===== src/rtl/vsn_route_ctrl.sv =====
// VSN cable-plant routing controller.
// Shadow/active route tables, commits only at packet boundaries.
module vsn_route_ctrl #(
  parameter int NPORTS  = 8,
  parameter int IDX_W   = 3,
  parameter int TIMEOUT = 1024,
  parameter int CNT_W   = 11,
  parameter int GEN_W   = 8
) (
  input  logic                    aclk,
  input  logic                    aresetn,
  input  logic                    cfg_valid,
  output logic                    cfg_ready,
  input  logic [IDX_W-1:0]        cfg_dst,
  input  logic [IDX_W-1:0]        cfg_src,
  input  logic                    cfg_en,
  input  logic                    commit_valid,
  output logic                    commit_ready,
  input  logic [NPORTS-1:0]       dac_tvalid,
  input  logic [NPORTS-1:0]       dac_tready,
  input  logic [NPORTS-1:0]       dac_tlast,
  output logic [NPORTS*IDX_W-1:0] route_sel,
  output logic [NPORTS-1:0]       route_en,
  output logic                    busy,
  output logic                    commit_done,
  output logic                    commit_err,
  output logic [GEN_W-1:0]        route_gen
);

  typedef enum logic {
    S_IDLE,
    S_DRAIN
  } state_t;

  state_t                         r_state;
  logic [NPORTS-1:0][IDX_W-1:0]   r_sh_sel;
  logic [NPORTS-1:0]              r_sh_en;
  logic [NPORTS-1:0][IDX_W-1:0]   r_act_sel;
  logic [NPORTS-1:0]              r_act_en;
  logic [NPORTS-1:0]              r_in_pkt;
  logic [CNT_W-1:0]               r_cnt;
  logic [GEN_W-1:0]               r_gen;
  logic                           r_busy;
  logic                           r_done;
  logic                           r_err;

  logic [NPORTS-1:0]              w_hs;
  logic [NPORTS-1:0]              w_nxt;
  logic [NPORTS-1:0]              w_req;
  logic                           w_quiet;
  logic                           w_cfg_wr;
  logic                           w_dst_ok;

  assign w_hs      = dac_tvalid & dac_tready;
  assign w_nxt     = (w_hs & ~dac_tlast) | (~w_hs & r_in_pkt);
  assign w_quiet   = ~|(w_req & w_nxt);
  assign cfg_ready = (r_state == S_IDLE);
  assign w_cfg_wr  = cfg_valid & cfg_ready;
  assign w_dst_ok  = ({1'b0, cfg_dst} < (IDX_W+1)'(NPORTS));

  assign commit_ready = (r_state == S_IDLE);
  assign route_sel    = r_act_sel;
  assign route_en     = r_act_en;
  assign busy         = r_busy;
  assign commit_done  = r_done;
  assign commit_err   = r_err;
  assign route_gen    = r_gen;

  // Sources feeding a changed destination, old or new side.
  always_comb begin
    w_req = '0;
    for (int d = 0; d < NPORTS; d++) begin
      if ({r_sh_sel[d], r_sh_en[d]} != {r_act_sel[d], r_act_en[d]}) begin
        if (r_act_en[d]) w_req[r_act_sel[d]] = 1'b1;
        if (r_sh_en[d])  w_req[r_sh_sel[d]]  = 1'b1;
      end
    end
  end

  // Per-source packet tracking, runs in every state.
  always_ff @(posedge aclk or negedge aresetn) begin
    if (!aresetn) r_in_pkt <= '0;
    else          r_in_pkt <= w_nxt;
  end

  // Shadow table writes, only while idle.
  always_ff @(posedge aclk or negedge aresetn) begin
    if (!aresetn) begin
      r_sh_sel <= '0;
      r_sh_en  <= '0;
    end else if (w_cfg_wr && w_dst_ok) begin
      r_sh_sel[cfg_dst] <= cfg_src;
      r_sh_en[cfg_dst]  <= cfg_en;
    end
  end

  // Commit FSM: drain until quiesced, then swap or time out.
  always_ff @(posedge aclk or negedge aresetn) begin
    if (!aresetn) begin
      r_state   <= S_IDLE;
      r_act_sel <= '0;
      r_act_en  <= '0;
      r_cnt     <= '0;
      r_gen     <= '0;
      r_busy    <= 1'b0;
      r_done    <= 1'b0;
      r_err     <= 1'b0;
    end else begin
      r_done <= 1'b0;
      r_err  <= 1'b0;
      unique case (r_state)
        S_IDLE: begin
          if (commit_valid) begin
            r_state <= S_DRAIN;
            r_cnt   <= '0;
            r_busy  <= 1'b1;
          end
        end
        S_DRAIN: begin
          if (w_quiet) begin
            r_act_sel <= r_sh_sel;
            r_act_en  <= r_sh_en;
            r_gen     <= r_gen + 1'b1;
            r_done    <= 1'b1;
            r_busy    <= 1'b0;
            r_state   <= S_IDLE;
          end else if (r_cnt == CNT_W'(TIMEOUT-1)) begin
            r_err   <= 1'b1;
            r_busy  <= 1'b0;
            r_state <= S_IDLE;
          end else begin
            r_cnt <= r_cnt + 1'b1;
          end
        end
        default: r_state <= S_IDLE;
      endcase
    end
  end

endmodule


===== config.mk =====
export PLATFORM = sky130hd
export DESIGN_NAME = vsn_route_ctrl
export DESIGN_NICKNAME = d
export VERILOG_FILES = /design/src/rtl/vsn_route_ctrl.sv
export SDC_FILE = /design/constraint.sdc
export NUM_CORES = 1
export LEC_CHECK = 0
export ABC_AREA = 1
export BUFFER_PORTS_ARGS = -buffer_cell sky130_fd_sc_hd__buf_2
export CORE_MARGIN = 5
export CORE_UTILIZATION = 38
export DETAILED_ROUTE_END_ITERATION = 16
export PLACE_DENSITY = 0.58
export SLEW_MARGIN = 20
export SYNTH_ARGS = -nofsm -noshare
export SYNTH_HDL_FRONTEND = slang
export SYNTH_SLANG_ARGS = --single-unit
export TNS_END_PERCENT = 50

===== constraint.sdc =====
create_clock -name aclk -period 2.2 [get_ports aclk]
set_input_delay 0.44 -clock aclk [delete_from_list [all_inputs] [get_ports aclk]]
set_output_delay 0.44 -clock aclk [all_outputs]
set_load 0.02 [all_outputs]

Yosys cells after proc, flatten, opt, wreduce, memory -nomap -nowiden
Index checks and enable logic that the tools add are counted.
{"block": "totals", "elab_cells": 207, "inputBits": 35, "reg_bits": 95, "out_inout_bits": 45}
{"block": "op_classes", "n_eq_ne": 13, "bitwise_logic": 25, "mux": 87, "addsub": 2, "order_cmp": 34, "n_reduce_logical": 21}
{"operator": "8-bit two-way mux", "count": 32}
{"operator": "8-bit bitwise OR", "count": 16}
{"operator": "3-bit by 4-bit less-than comparator with 1-bit output, second input constant", "count": 17}
{"operator": "1-bit demux with 3-bit select", "count": 17}
{"operator": "3-bit by 1-bit >= comparator with 1-bit output, second input constant", "count": 17}
{"operator": "11-bit two-way mux", "count": 3}
{"operator": "8-bit AND", "count": 4}
{"operator": "4-bit != test", "count": 8}
{"operator": "1-bit two-way mux", "count": 28}
{"operator": "24-bit bitwise mux", "count": 1}
{"operator": "11-bit case mux with 2 select lines", "count": 1}
{"operator": "1-bit logical AND", "count": 17}
{"operator": "8-bit inverter", "count": 2}
{"operator": "11-bit by 1-bit adder with 11-bit output, second input constant", "count": 1}
{"operator": "11-bit by 10-bit == test with 1-bit output, second input constant", "count": 1}
{"operator": "3-bit demux with 3-bit select", "count": 1}
{"operator": "8-bit by 1-bit adder with 8-bit output, second input constant", "count": 1}
{"operator": "8-bit bitwise mux", "count": 1}
{"operator": "8-bit OR reduction", "count": 1}
{"operator": "2-bit by 1-bit != test with 1-bit output, second input constant", "count": 2}
{"operator": "1-bit case mux with 2 select lines", "count": 2}
{"operator": "2-bit AND reduction", "count": 2}
{"operator": "3-bit two-way mux", "count": 1}
{"operator": "3-bit by 2-bit != test with 1-bit output, second input constant", "count": 1}
{"operator": "other kinds (4)", "count": 5}

Logic depth before layout (Yosys ltp)
{"block": "depth", "ltp_word": 55, "ltp_mapped": 18, "depth_no_buf": 16}

Worst setup path before layout
Ideal clock, no wire load.
{"block": "synth_timing", "kind": "flip-flop to flip-flop", "startpoint": "reg r_act_sel, in the netlist route_sel[6]", "endpoint": "reg r_act_en[7] (netlist: route_en[7])", "path_stages_with_launch": 19, "setup_slack_ns": 0.118, "t_arrival_ns": 1.951, "required_time_ns": 2.070, "n_path_buf": 3, "period_less_slack_ns": 2.082, "setup_ns": 0.130, "path_cell_list": "dfrtp_1 -> buf_2 -> inv_1 -> nand2_1 -> nand2_1 -> nor2_1 -> nand2_2 -> nand2_1 -> nand2_1 -> nor2_1 -> nand2_1 -> nand2_1 -> nand2_1 -> nor2_4 -> nand3_4 -> buf_6 -> buf_6 -> nand2_1 -> o21ai_1"}
{"block": "synth_via", "elab_chain_len": 44, "word_cells_on_any_way": 46, "classes_between": "2 x order compare; 1 x eq/ne; 26 x mux; 14 x bitwise; 3 x reduce/logical"}
{"element": "start, declared", "line": "38", "text": "logic [NPORTS-1:0][IDX_W-1:0] r_act_sel;"}
{"element": "start signal, assigned", "line": "121", "text": "r_act_sel <= r_sh_sel;"}
{"element": "3-bit by 4-bit less-than comparator with 1-bit output (implied by the code) / 3-bit by 1-bit >= comparator with 1-bit output (equally long branches)", "line": "74", "text": "if (r_act_en[d]) w_req[r_act_sel[d]] = 1'b1;"}
{"element": "1-bit logical AND (implied by the code)", "line": "74"}
{"element": "1-bit two-way mux (implied by the code)", "line": "74"}
{"element": "1-bit demux with 3-bit select", "line": "74"}
{"element": "8-bit bitwise OR (no source line)"}
{"element": "8-bit two-way mux", "line": "74"}
{"element": "8-bit two-way mux", "line": "73", "text": "if ({r_sh_sel[d], r_sh_en[d]} != {r_act_sel[d], r_act_en[d]}) begin"}
{"element": "8-bit bitwise OR (no source line)"}
{"element": "[28 not listed]"}
{"element": "8-bit two-way mux", "line": "73"}
{"element": "8-bit bitwise OR (no source line)"}
{"element": "8-bit two-way mux", "line": "75", "text": "if (r_sh_en[d]) w_req[r_sh_sel[d]] = 1'b1;"}
{"element": "8-bit two-way mux (*)", "line": "73"}
{"element": "8-bit AND (*)", "line": "56", "text": "assign w_quiet = ~|(w_req & w_nxt);"}
{"element": "8-bit OR reduction (*)", "line": "56"}
{"element": "1-bit inverter (no source line) (*)"}
{"element": "2-bit AND reduction (no source line) (*)"}
{"element": "end signal, assigned", "line": "122", "text": "r_act_en <= r_sh_en;"}
{"element": "end, declared", "line": "39", "text": "logic [NPORTS-1:0] r_act_en;"}
Mark *: on every way between the ends. The rest lies on a longest branch, timed or not. The select of a mux whose other input is x is not followed.
A chain may end at the register's enable or synchronous reset.

Worst setup path in the final report
{"block": "layout_timing", "startpoint": "reg r_act_sel, in the netlist route_sel[20]", "endpoint": "reg r_act_en[7] (netlist: route_en[7])"}
{"block": "layout_via", "elab_chain_len": 20, "word_cells_on_any_way": 22, "classes_between": "2 x order compare; 1 x eq/ne; 10 x mux; 6 x bitwise; 3 x reduce/logical"}
{"element": "3-bit by 4-bit less-than comparator with 1-bit output (implied by the code) / 3-bit by 1-bit >= comparator with 1-bit output (equally long branches)", "line": "74"}
{"element": "1-bit logical AND (implied by the code)", "line": "74"}
{"element": "1-bit two-way mux (implied by the code)", "line": "74"}
{"element": "1-bit demux with 3-bit select", "line": "74"}
{"element": "8-bit bitwise OR (no source line)"}
{"element": "8-bit two-way mux", "line": "74"}
{"element": "8-bit two-way mux", "line": "73"}
{"element": "8-bit bitwise OR (no source line)"}
{"element": "[4 not listed]"}
{"element": "8-bit two-way mux", "line": "73"}
{"element": "8-bit bitwise OR (no source line)"}
{"element": "8-bit two-way mux", "line": "75"}
{"element": "8-bit two-way mux (*)", "line": "73"}
{"element": "8-bit AND (*)", "line": "56"}
{"element": "8-bit OR reduction (*)", "line": "56"}
{"element": "1-bit inverter (no source line) (*)"}
{"element": "2-bit AND reduction (no source line) (*)"}
Marked as above.

==> results.py <==
metrics = {
    "status": {
        "status": "complete, but fails checks",
        "violations": "setup timing",
    },
    "pwr": {
        "power.density_nw_per_um2": 1600,
        "p_total_mw": 12.9,
        "peakVddDrop_mv": 0.546,
        "p_leak_nw": 4.15,
    },
    "grt": {
        "grt_pass1_wl_um": 27700,
        "antenna_found_initial": 0,
        "grt_util_all_layers_pct": 18.8,
        "grt_start_max_net_pins": 50,
        "grt_pass1_vias": 5681,
        "overflow": 0,
    },
    "place": {
        "port_buffers": 79,
        "place_worst_setup_slack_ns": -0.0329,
        "place.detailed.hpwl_um": 12900,
        "place_area_um2": 7260,
        "gp_congestion": 0.853,
    },
    "critical_path": {
        "crit_type": "reg2reg",
        "cp_max_fo": 11,
        "crit_required_ns": 2.44,
        "cp.arrival_ns": 2.47,
        "endpoint_kind": "flip-flop",
        "start_kind": "flip-flop",
    },
    "worst_hold_path": {
        "hp-class": "in2async",
    },
    "clocking": {
        "numCtsBuffers": 9,
        "hold_buffers": 0,
        "cts_tree": "yes",
        "path_clk_slew_ns": 0.07,
        "clockBufferDepth": 2,
        "clk-insertion-delay-late_ns": 0.35,
        "cts_root_buffer": "clkbuf_16",
        "cts.sinks": 95,
        "cts_max_level": 3,
    },
    "floorplan": {
        "ios": 80,
        "core-area_um2": 15300,
        "fp.dieH_um": 135,
        "die_w_um": 135,
        "num_rows": 45,
        "start_util_pct": 39.0,
        "die-area_um2": 18300,
    },
    "synth": {
        "synth_area_leaders": "dfrtp_1, nand2_1, o21ai_0",
        "yosysTopAreaCell": "dfrtp_1",
        "syn-num-nets": 944,
        "synth_cell_types": 29,
        "syn_avg_cell_area_um2": 6.59,
        "ys_warn_count": 0,
        "ys_seq_elements": 95,
        "synth.cell_area_um2": 5980,
        "netlist_instances": 907,
        "synth_top_area_share_pct": 39.8,
        "seq_area_frac_synth_pct": 39.8,
    },
    "sta": {
        "finalSetupViolations": 8,
        "max_freq_mhz": 449,
        "period_share_pct": 101,
        "grt_setup_unrepaired": "yes",
        "fin_setup_tns_ns": -0.111,
        "maxSlewViolCount": 0,
        "worstMarginPinSlew_ns": 0.471,
        "fin_crit_ns": 2.23,
        "final.setup.worst_slack_ns": -0.0292,
        "whs_ns": 0.0204,
        "clock_skew_ns": 0.00791,
        "relSlewSlack_pct": 68.5,
        "hold_viol_final": 0,
    },
    "finish": {
        "nFillCells": 1562,
        "layout_commonest_cell": "nand2_1",
        "fin_area_um2": 8100,
        "diodes": 0,
        "final_cell_mix": "nand2_1, buf_4, dfrtp_1, buf_2, o21ai_0",
        "drive_gt1_share_pct": 29.2,
        "syn2layout_area_growth_pct": 35.5,
        "nNetsFinal": 1138,
    },
    "route": {
        "drtAntennaViolNets": 0,
        "met2_length_um": 8630,
        "initialDrtViolationCount": 522,
        "top_layer": "met4",
        "first_pass_iters": 5,
        "detail_route.wl_per_cell_um": 13.9,
        "vias": 6421,
        "viasPerCell": 4.88,
        "drc": 0,
        "dr_wl_met3_um": 807,
        "wl_met1_um": 8630,
        "wl_um": 18300,
    },
    "job": {
        "cap_violations": 0,
    },
}
## cell families after synthesis
kind of cell | count (synthesis) | share of synthesized area [%]
and+or+nand+nor | 554 | 37.7
AOI/OAI and AO/OA | 148 | 13.4
buffers and inverters | 96 | 7.01
DFF | 95 | 39.8
xor gates and xnor gates | 12 | 1.76
adders and majority gates | 2 | 0.419
## layer usage
layer	vias to the layer above	track usage, %
met1	2939	26.6
li1	3309	-
met5	-	0
met4	0	5.77
met2	161	29.8
met3	12	2.53
## area by class of cell
cell class | instances | area [um2] | area share (%)
Tap cell | 211 | 264 | 3.26
Clock inverter | 6 | 70.1 | 0.865
Inverter | 80 | 300 | 3.71
Clock buffer | 10 | 229 | 2.83
Timing Repair Buffer | 198 | 1440 | 17.7
Sequential cell | 95 | 2380 | 29.4
Multi-Input combinational cell | 717 | 3420 | 42.2
## stage by stage
stage,cells,utilization (%)
after CTS,1292,49.6
after global placement,1273,47.4
after detailed placement,1273,47.4
after global routing,1317,52.9
final,1317,52.9
after floorplan,907,-
## repair_timing
item                       4_1_cts  5_1_grt
setup endpoints to repair       44       54
resized for setup                3       93
cloned                           0        6
pin swaps                        0       28
setup buffers                    3       20
## synthesized netlist by cell type
| library cell | number |
|---|---|
| a21oi_1 | 10 |
| a31oi_1 | 8 |
| buf_2 | 5 |
| buf_4 | 2 |
| buf_6 | 6 |
| clkbuf_1 | 3 |
| dfrtp_1 | 95 |
| ha_1 | 2 |
| inv_1 | 69 |
| inv_2 | 11 |
| nand2_1 | 424 |
| nand2_2 | 4 |
| nand3_1 | 30 |
| nand3_2 | 8 |
| nand3_4 | 1 |
| nand3b_1 | 1 |
| nand4_1 | 8 |
| nor2_1 | 66 |
| nor2_4 | 2 |
| nor3_1 | 5 |
| nor3b_1 | 2 |
| nor4_1 | 2 |
| o21ai_0 | 70 |
| o21ai_1 | 27 |
| o21ai_2 | 3 |
| o22ai_1 | 30 |
| or4_1 | 1 |
| xnor2_1 | 8 |
| xor2_1 | 4 |
## worst max-delay path, stage by stage, from the launching register on
cell,delay (ns)
dfrtp_1,0.42
buf_4,0.15
buf_4,0.13
nand2_2,0.07
o22ai_1,0.08
nand2_1,0.07
nand2_1,0.08
nor2_2,0.16
nand2_1,0.08
nand2_1,0.07
nand2_2,0.06
nor2_4,0.19
nand3_4,0.09
buf_12,0.17
clkbuf_16,0.18
nand2_1,0.06
o21ai_1,0.05
## sequential cells by signal (all words and copies together), names as in the netlist
signal	cells
busy	1
commit_done	1
r_sh_sel	24
r_state	1
route_en	8
r_in_pkt	8
commit_err	1
route_sel	24
r_cnt	11
route_gen	8
r_sh_en	8
## report_power, final
part           total (mW)  internal, mW  switching [mW]
Clock                1.62         0.889           0.731
Combinational        8.33          3.46            4.88
Sequential           3.00          2.39           0.608
Total                12.9          6.74            6.21
## worst paths after layout
path | depth (start not counted) | end | slack [ns] | startpoint
hold / removal | 1 | route_sel[18] | 0.02 | aresetn
hold reg to reg | 2 | r_cnt[10] | 0.53 | r_cnt[10]
max in group asynchronous | 2 | route_sel[0] | 1.56 | aresetn
setup reg to reg | 16 | route_en[7] | -0.03 | route_sel[20]
min in group aclk | 2 | r_in_pkt[2] | 0.32 | dac_tlast[2]
setup / recovery | 16 | route_en[7] | -0.03 | route_sel[20]
Note: power is estimated with default switching activity, not from simulation.
